$ cat src/rtl/bcd_pkg.sv
`default_nettype none
// ============================================================================
//  Module  : bcd_pkg
//  Brief   : Shared types, constants and the add-3 digit correction used by
//            the sequential binary-to-BCD converter.
//  Rev     : 1.0  initial release
// ============================================================================
package bcd_pkg;

  // Converter FSM states
  typedef enum logic [1:0] {
    IDLE  = 2'd0,
    SHIFT = 2'd1,
    DONE  = 2'd2
  } state_e;

  // One packed BCD digit
  typedef logic [3:0] digit_t;

  // Saturation value for every digit on overflow
  localparam digit_t BCD_NINE = 4'd9;

  // Double-dabble pre-shift correction: digits of 5 or more get +3 so the
  // following left shift carries correctly into the next decade.
  function automatic digit_t bcd_add3(input digit_t d);
    return (d >= 4'd5) ? digit_t'(d + 4'd3) : d;
  endfunction

endpackage
`default_nettype wire

$ cat src/rtl/bcd_digit_adj.sv
`default_nettype none
// ============================================================================
//  Module  : bcd_digit_adj
//  Brief   : Combinational add-3 correction of a single BCD digit.
//  Rev     : 1.0  initial release
// ============================================================================
module bcd_digit_adj
  import bcd_pkg::*;
(
  input  digit_t digit_i,
  output digit_t digit_o
);

  assign digit_o = bcd_add3(digit_i);

endmodule
`default_nettype wire

$ cat src/rtl/bcd_converter_seq.sv
`default_nettype none
// ============================================================================
//  Module  : bcd_converter_seq
//  Brief   : Multi-cycle binary-to-BCD converter (shift-and-add-3, one bit per
//            clock) with valid/ready handshakes, signed input, overflow
//            saturation and a leading-zero blanking mask.
//  Rev     : 1.0  initial release
// ============================================================================
module bcd_converter_seq
  import bcd_pkg::*;
#(
  parameter int BIN_WIDTH = 16,
  parameter int DIGITS    = 5
) (
  input  logic                   clk,
  input  logic                   rst_n,
  input  logic                   in_valid,
  output logic                   in_ready,
  input  logic [BIN_WIDTH-1:0]   bin_in,
  input  logic                   is_signed,
  output logic                   out_valid,
  input  logic                   out_ready,
  output logic [4*DIGITS-1:0]    bcd_out,
  output logic                   negative,
  output logic                   overflow,
  output logic [DIGITS-1:0]      digit_en
);

  localparam int CW = $clog2(BIN_WIDTH + 1);
  localparam int DW = 4 * DIGITS;

  state_e                 state_q, state_d;
  logic [CW-1:0]          cnt_q, cnt_d;
  logic [BIN_WIDTH-1:0]   mag_q, mag_d;
  logic [DW-1:0]          dig_q, dig_d;
  logic                   ovf_q, ovf_d;
  logic                   sign_q, sign_d;
  logic [DW-1:0]          bcd_q, bcd_d;
  logic                   neg_q, neg_d;
  logic                   ovfo_q, ovfo_d;
  logic [DIGITS-1:0]      en_q, en_d;

  logic [DW-1:0]          adj_w;
  logic [DW-1:0]          shift_dig_w;
  logic                   carry_w;
  logic                   ovf_nxt_w;
  logic [DIGITS-1:0]      en_w;

  // Per-digit add-3 correction ahead of each shift
  generate
    for (genvar gi = 0; gi < DIGITS; gi++) begin : g_adj
      bcd_digit_adj u_adj (
        .digit_i (dig_q[4*gi +: 4]),
        .digit_o (adj_w[4*gi +: 4])
      );
    end
  endgenerate

  // Shift the corrected digits left, pulling in the operand MSB; the bit that
  // leaves the top digit means the value no longer fits in DIGITS decades.
  assign shift_dig_w = {adj_w[DW-2:0], mag_q[BIN_WIDTH-1]};
  assign carry_w     = adj_w[DW-1];
  assign ovf_nxt_w   = ovf_q | carry_w;

  // Blanking mask: a digit is shown if it or any more significant digit is nonzero
  always_comb begin
    logic seen;
    seen = 1'b0;
    en_w = '0;
    for (int i = DIGITS - 1; i >= 0; i--) begin
      seen    = seen | (|shift_dig_w[4*i +: 4]);
      en_w[i] = seen;
    end
    en_w[0] = 1'b1;
  end

  // Next-state logic for FSM, datapath and result registers
  always_comb begin
    state_d = state_q;
    cnt_d   = cnt_q;
    mag_d   = mag_q;
    dig_d   = dig_q;
    ovf_d   = ovf_q;
    sign_d  = sign_q;
    bcd_d   = bcd_q;
    neg_d   = neg_q;
    ovfo_d  = ovfo_q;
    en_d    = en_q;
    case (state_q)
      IDLE: begin
        if (in_valid) begin
          state_d = SHIFT;
          cnt_d   = CW'(BIN_WIDTH);
          dig_d   = '0;
          ovf_d   = 1'b0;
          if (is_signed && bin_in[BIN_WIDTH-1]) begin
            // Unsigned negation keeps the most-negative value exact
            mag_d  = -bin_in;
            sign_d = 1'b1;
          end else begin
            mag_d  = bin_in;
            sign_d = 1'b0;
          end
        end
      end
      SHIFT: begin
        dig_d = shift_dig_w;
        mag_d = {mag_q[BIN_WIDTH-2:0], 1'b0};
        ovf_d = ovf_nxt_w;
        cnt_d = cnt_q - CW'(1);
        if (cnt_q == CW'(1)) begin
          state_d = DONE;
          ovfo_d  = ovf_nxt_w;
          neg_d   = sign_q;
          bcd_d   = ovf_nxt_w ? {DIGITS{BCD_NINE}} : shift_dig_w;
          en_d    = ovf_nxt_w ? {DIGITS{1'b1}} : en_w;
        end
      end
      DONE: begin
        if (out_ready) begin
          state_d = IDLE;
        end
      end
      default: state_d = IDLE;
    endcase
  end

  // State and datapath registers, asynchronously cleared
  always_ff @(posedge clk or negedge rst_n) begin
    if (!rst_n) begin
      state_q <= IDLE;
      cnt_q   <= '0;
      mag_q   <= '0;
      dig_q   <= '0;
      ovf_q   <= 1'b0;
      sign_q  <= 1'b0;
      bcd_q   <= '0;
      neg_q   <= 1'b0;
      ovfo_q  <= 1'b0;
      en_q    <= '0;
    end else begin
      state_q <= state_d;
      cnt_q   <= cnt_d;
      mag_q   <= mag_d;
      dig_q   <= dig_d;
      ovf_q   <= ovf_d;
      sign_q  <= sign_d;
      bcd_q   <= bcd_d;
      neg_q   <= neg_d;
      ovfo_q  <= ovfo_d;
      en_q    <= en_d;
    end
  end

  assign in_ready  = (state_q == IDLE);
  assign out_valid = (state_q == DONE);
  assign bcd_out   = bcd_q;
  assign negative  = neg_q;
  assign overflow  = ovfo_q;
  assign digit_en  = en_q;

endmodule
`default_nettype wire

$ cat config.mk
export PLATFORM = sky130hd
export DESIGN_NAME = bcd_converter_seq
export DESIGN_NICKNAME = d
export VERILOG_FILES = /design/src/rtl/bcd_pkg.sv /design/src/rtl/bcd_digit_adj.sv /design/src/rtl/bcd_converter_seq.sv
export SDC_FILE = /design/constraint.sdc
export NUM_CORES = 1
export LEC_CHECK = 0
export CAP_MARGIN = 20
export CELL_PAD_IN_SITES_DETAIL_PLACEMENT = 1
export CELL_PAD_IN_SITES_GLOBAL_PLACEMENT = 1
export CORE_ASPECT_RATIO = 0.8
export CORE_UTILIZATION = 35
export DETAILED_ROUTE_END_ITERATION = 10
export PLACE_DENSITY_LB_ADDON = 0.1
export SYNTH_ARGS = -nofsm -noshare
export SYNTH_HDL_FRONTEND = slang
export SYNTH_SLANG_ARGS = --single-unit
$ cat constraint.sdc
create_clock -name clk -period 2.8 [get_ports clk]
set_input_delay 0.56 -clock clk [delete_from_list [all_inputs] [get_ports clk]]
set_output_delay 0.56 -clock clk [all_outputs]
set_load 0.05 [all_outputs]
==> run_results.csv <==
group,metric,value,unit
route,drc_errors,0,
floorplanning,core,0.009889,sq mm
floorplanning,placementRows,32,
setup_path,end_kind,"register",
yosys,yosys.area_share.simple,0.1586,
setup_path,crit_path_max_fanout,6,
yosys,synth_fa_ha_area_frac,0.04463,
cts,cts_tree,"done",
sta,hold_viol_final,0,
cells_and_area,final_cell_count_no_fill,576,
yosys,synth-async-reset-ratio,1.000,
setup_path,critPathArrivalTime,2660,ps
floorplanning,fp.dieW,116.1,um
yosys,synth_top_cell_by_area,"dfrtp_1",
setup_path,slowest_delay,450,ps
floorplanning,initial_core_util,0.3685,
cts,numCtsBuffers,9,
sta,rsz0062_at_grt,"no",
setup_path,rrSetupSlack,330,ps
grt,antenna_found_initial,0,
route,drt-pass1-iter-count,4,
yosys,syn_inst,382,
power_and_ir_drop,ir_drop,0.5225,mV
grt,grt_max_degree,31,
yosys,synth_common_cells,"72 x dfrtp_1, 45 x o21ai_0, 42 x nand2_1",
flow_run,drv_cap,0,
grt,grt_pass1_vias,3247,
sta,fin_crit_sh,0.8806,
placement,io_buffers,49,
yosys,synth_compound_area_frac,0.2097,
grt,use_met3,0.03694,
cells_and_area,fillCellCount,1143,
cells_and_area,final_nets,470,
cts,ctsLongestPathBuffers,2,
grt,grt_use_total,0.2040,
route,totalWireLength,9956,um
sta,finalMaxSlewViolations,0,
yosys,ys_warn_count,0,
yosys,synth.avg_cell_area,9.541,sq um
yosys,post-synth-top-area-fraction,0.4943,
power_and_ir_drop,total_leakage_power,1.963,nW
yosys,synth_most_common_cell,"dfrtp_1",
setup_path,r2r-end,"digit_en[1]",
cts,postCtsHoldBufs,0,
floorplanning,die_h,93.28,um
cts,clockRootBuffer,"clkbuf_16",
sta,period_minus_slack,2466,ps
placement,place.gp.congestion,0.8478,
setup_path,reg2reg_depth,8,
route,drtAntennaViolNets,0,
route,drt_iter0_markers,108,
yosys,synth_area_leaders,"dfrtp_1 49%, o21ai_0 6.2%, ha_1 4.5%",
route,vias,3044,
sta,fmax,405.6,MHz
sta,holdWs,190.3,ps
yosys,synthXorXnorAreaFrac,0.04325,
power_and_ir_drop,p_per_area,1279,mW/mm^2
setup_path,worst_ep_required_time,3000,ps
grt,grt_use_met2,0.3279,
route,drt-vias-per-instance,5.285,
grt,grt_overflow,0,
yosys,ys_types,43,
cts,insertion_delay,340,ps
yosys,synth_seq_cells,72,
yosys,yosysSeqAreaShare,0.4943,
cts,clkSinkCount,72,
cts,ctsResizeCount,0,
floorplanning,dieArea,0.01083,sq mm
yosys,syn_nets,416,
setup_path,slowest_stage,"nor4_2",
yosys,synth_top_family_by_area,"compound AO/OA/AOI/OAI gates",
grt,grt_pass1_wl,16770,um
setup_path,critPathLaunchType,"register",
setup_path,path_class,"reg2reg",
hold_path,hp-class,"in2async",
grt,use_met1,0.2794,
sta,worstMarginPinSlew,656.8,ps
sta,slew_headroom,0.5559,
yosys,synth_edf_count,0,
cts,cts.clk_slew.worst_paths,60,ps
grt,busiest_layer,"met2",
cells_and_area,n_antenna_cell,0,
yosys,yosys_most_used_dff,"dfrtp_1",
floorplanning,boundaryPins,50,
placement,place_inst,561,
placement,hpwl,7042,um
cts,cts_setup_buffers,0,
yosys,muxShareOfSynthArea,0.01202,
cts,htree_levels,3,
cells_and_area,syn2layout_area_growth,27.91,%
sta,finClkSkew,4.212,ps
yosys,netlist_area,0.003645,sq mm
cells_and_area,layout-drive-gt1-share,0.08182,
route,wl_per_cell,17.28,um
cells_and_area,postLayoutCoreUtil,0.4714,
setup_path,crit_path_cell_trace,"inv_1 > ha_1 > nor2b_1 > nor3_1 > a2111oi_4 > nand3_2 > nor4_2 > a31oi_1",
sta,setup_viol,0,
setup_path,r2r_start,"dig_q[16]",
status,status,"completed",
sta,tns,0,ps
-- sequential cells by signal (all words and copies together) (netlist names) --
name	cells
state_q	2
cnt_q	5
bcd_out	20
negative	1
overflow	1
digit_en	5
mag_q	16
ovf_q	1
sign_q	1
dig_q	20
-- power breakdown --
| group | total, mW | internal, mW | switching, mW |
|---|---|---|---|
| Combinational | 2.74 | 1.02 | 1.72 |
| Clock | 1.33 | 0.889 | 0.441 |
| Sequential | 1.89 | 1.50 | 0.392 |
| Total | 5.96 | 3.41 | 2.56 |
-- layout by cell type (no fill, tap or decap), types with 11 or more instances in the layout --
cell type	instances
dfrtp_1	72
o21ai_0	44
o22ai_1	12
a21oi_1	30
a22o_1	11
nand2_1	42
ha_1	13
clkdlybuf4s50_1	48
nor2_1	25
inv_1	20
-- metal layers --
layer,vias to the layer above,routed length (um)
li1,1465,-
met1,1539,4949
met2,29,4655
met3,11,233
met4,0,116
met5,-,0
-- worst max path at each step --
stage | from | end | slack (ps)
2_1_floorplan | dig_q[16] | digit_en[1] | 760
3_3_place_gp | bin_in[1] | mag_q[12] | 200
3_5_place_dp | bin_in[1] | mag_q[12] | 80
4_1_cts | dig_q[16] | digit_en[1] | 340
5_1_grt | dig_q[16] | digit_en[1] | 180
6_report | dig_q[16] | digit_en[1] | 330
-- kinds of logic (layout without fill, tap and decap cells) --
family	Yosys count	count (layout)
buffers and inverters	36	94
muxes	4	4
DFF	72	72
adders and majority gates	13	13
xor gates and xnor gates	18	18
AOI/OAI and AO/OA	124	124
and+or+nand+nor	115	115
-- area by class of cell --
class                           count  area, sq um  share of cell area
Multi-Input combinational cell    274         1710              0.3669
Timing Repair Buffer               59        560.5              0.1202
Inverter                           20        75.07             0.01610
Clock buffer                       10        239.0             0.05126
Tap cell                          136        170.2             0.03650
Clock inverter                      5        105.1             0.02254
Sequential cell                    72         1802              0.3865
-- stage by stage --
step	setup slack, ps	power [mW]	area [sq um]
floorplan	762.4	3.748	3645
global placement	198.7	4.559	4318
detailed placement	76.28	4.661	4318
CTS	344.5	6.027	4662
global route	180.7	6.392	4662
finish	334.3	5.962	4662
-- critical path: cells and delay by family (launching register included) --
family / cells / cell delay [ps]
adders and majority gates: 1 / 240
and+or+nand+nor: 4 / 970
buffers and inverters: 1 / 130
DFF: 1 / 440
AOI/OAI and AO/OA: 2 / 550
Power figures use the tool's default switching activity.
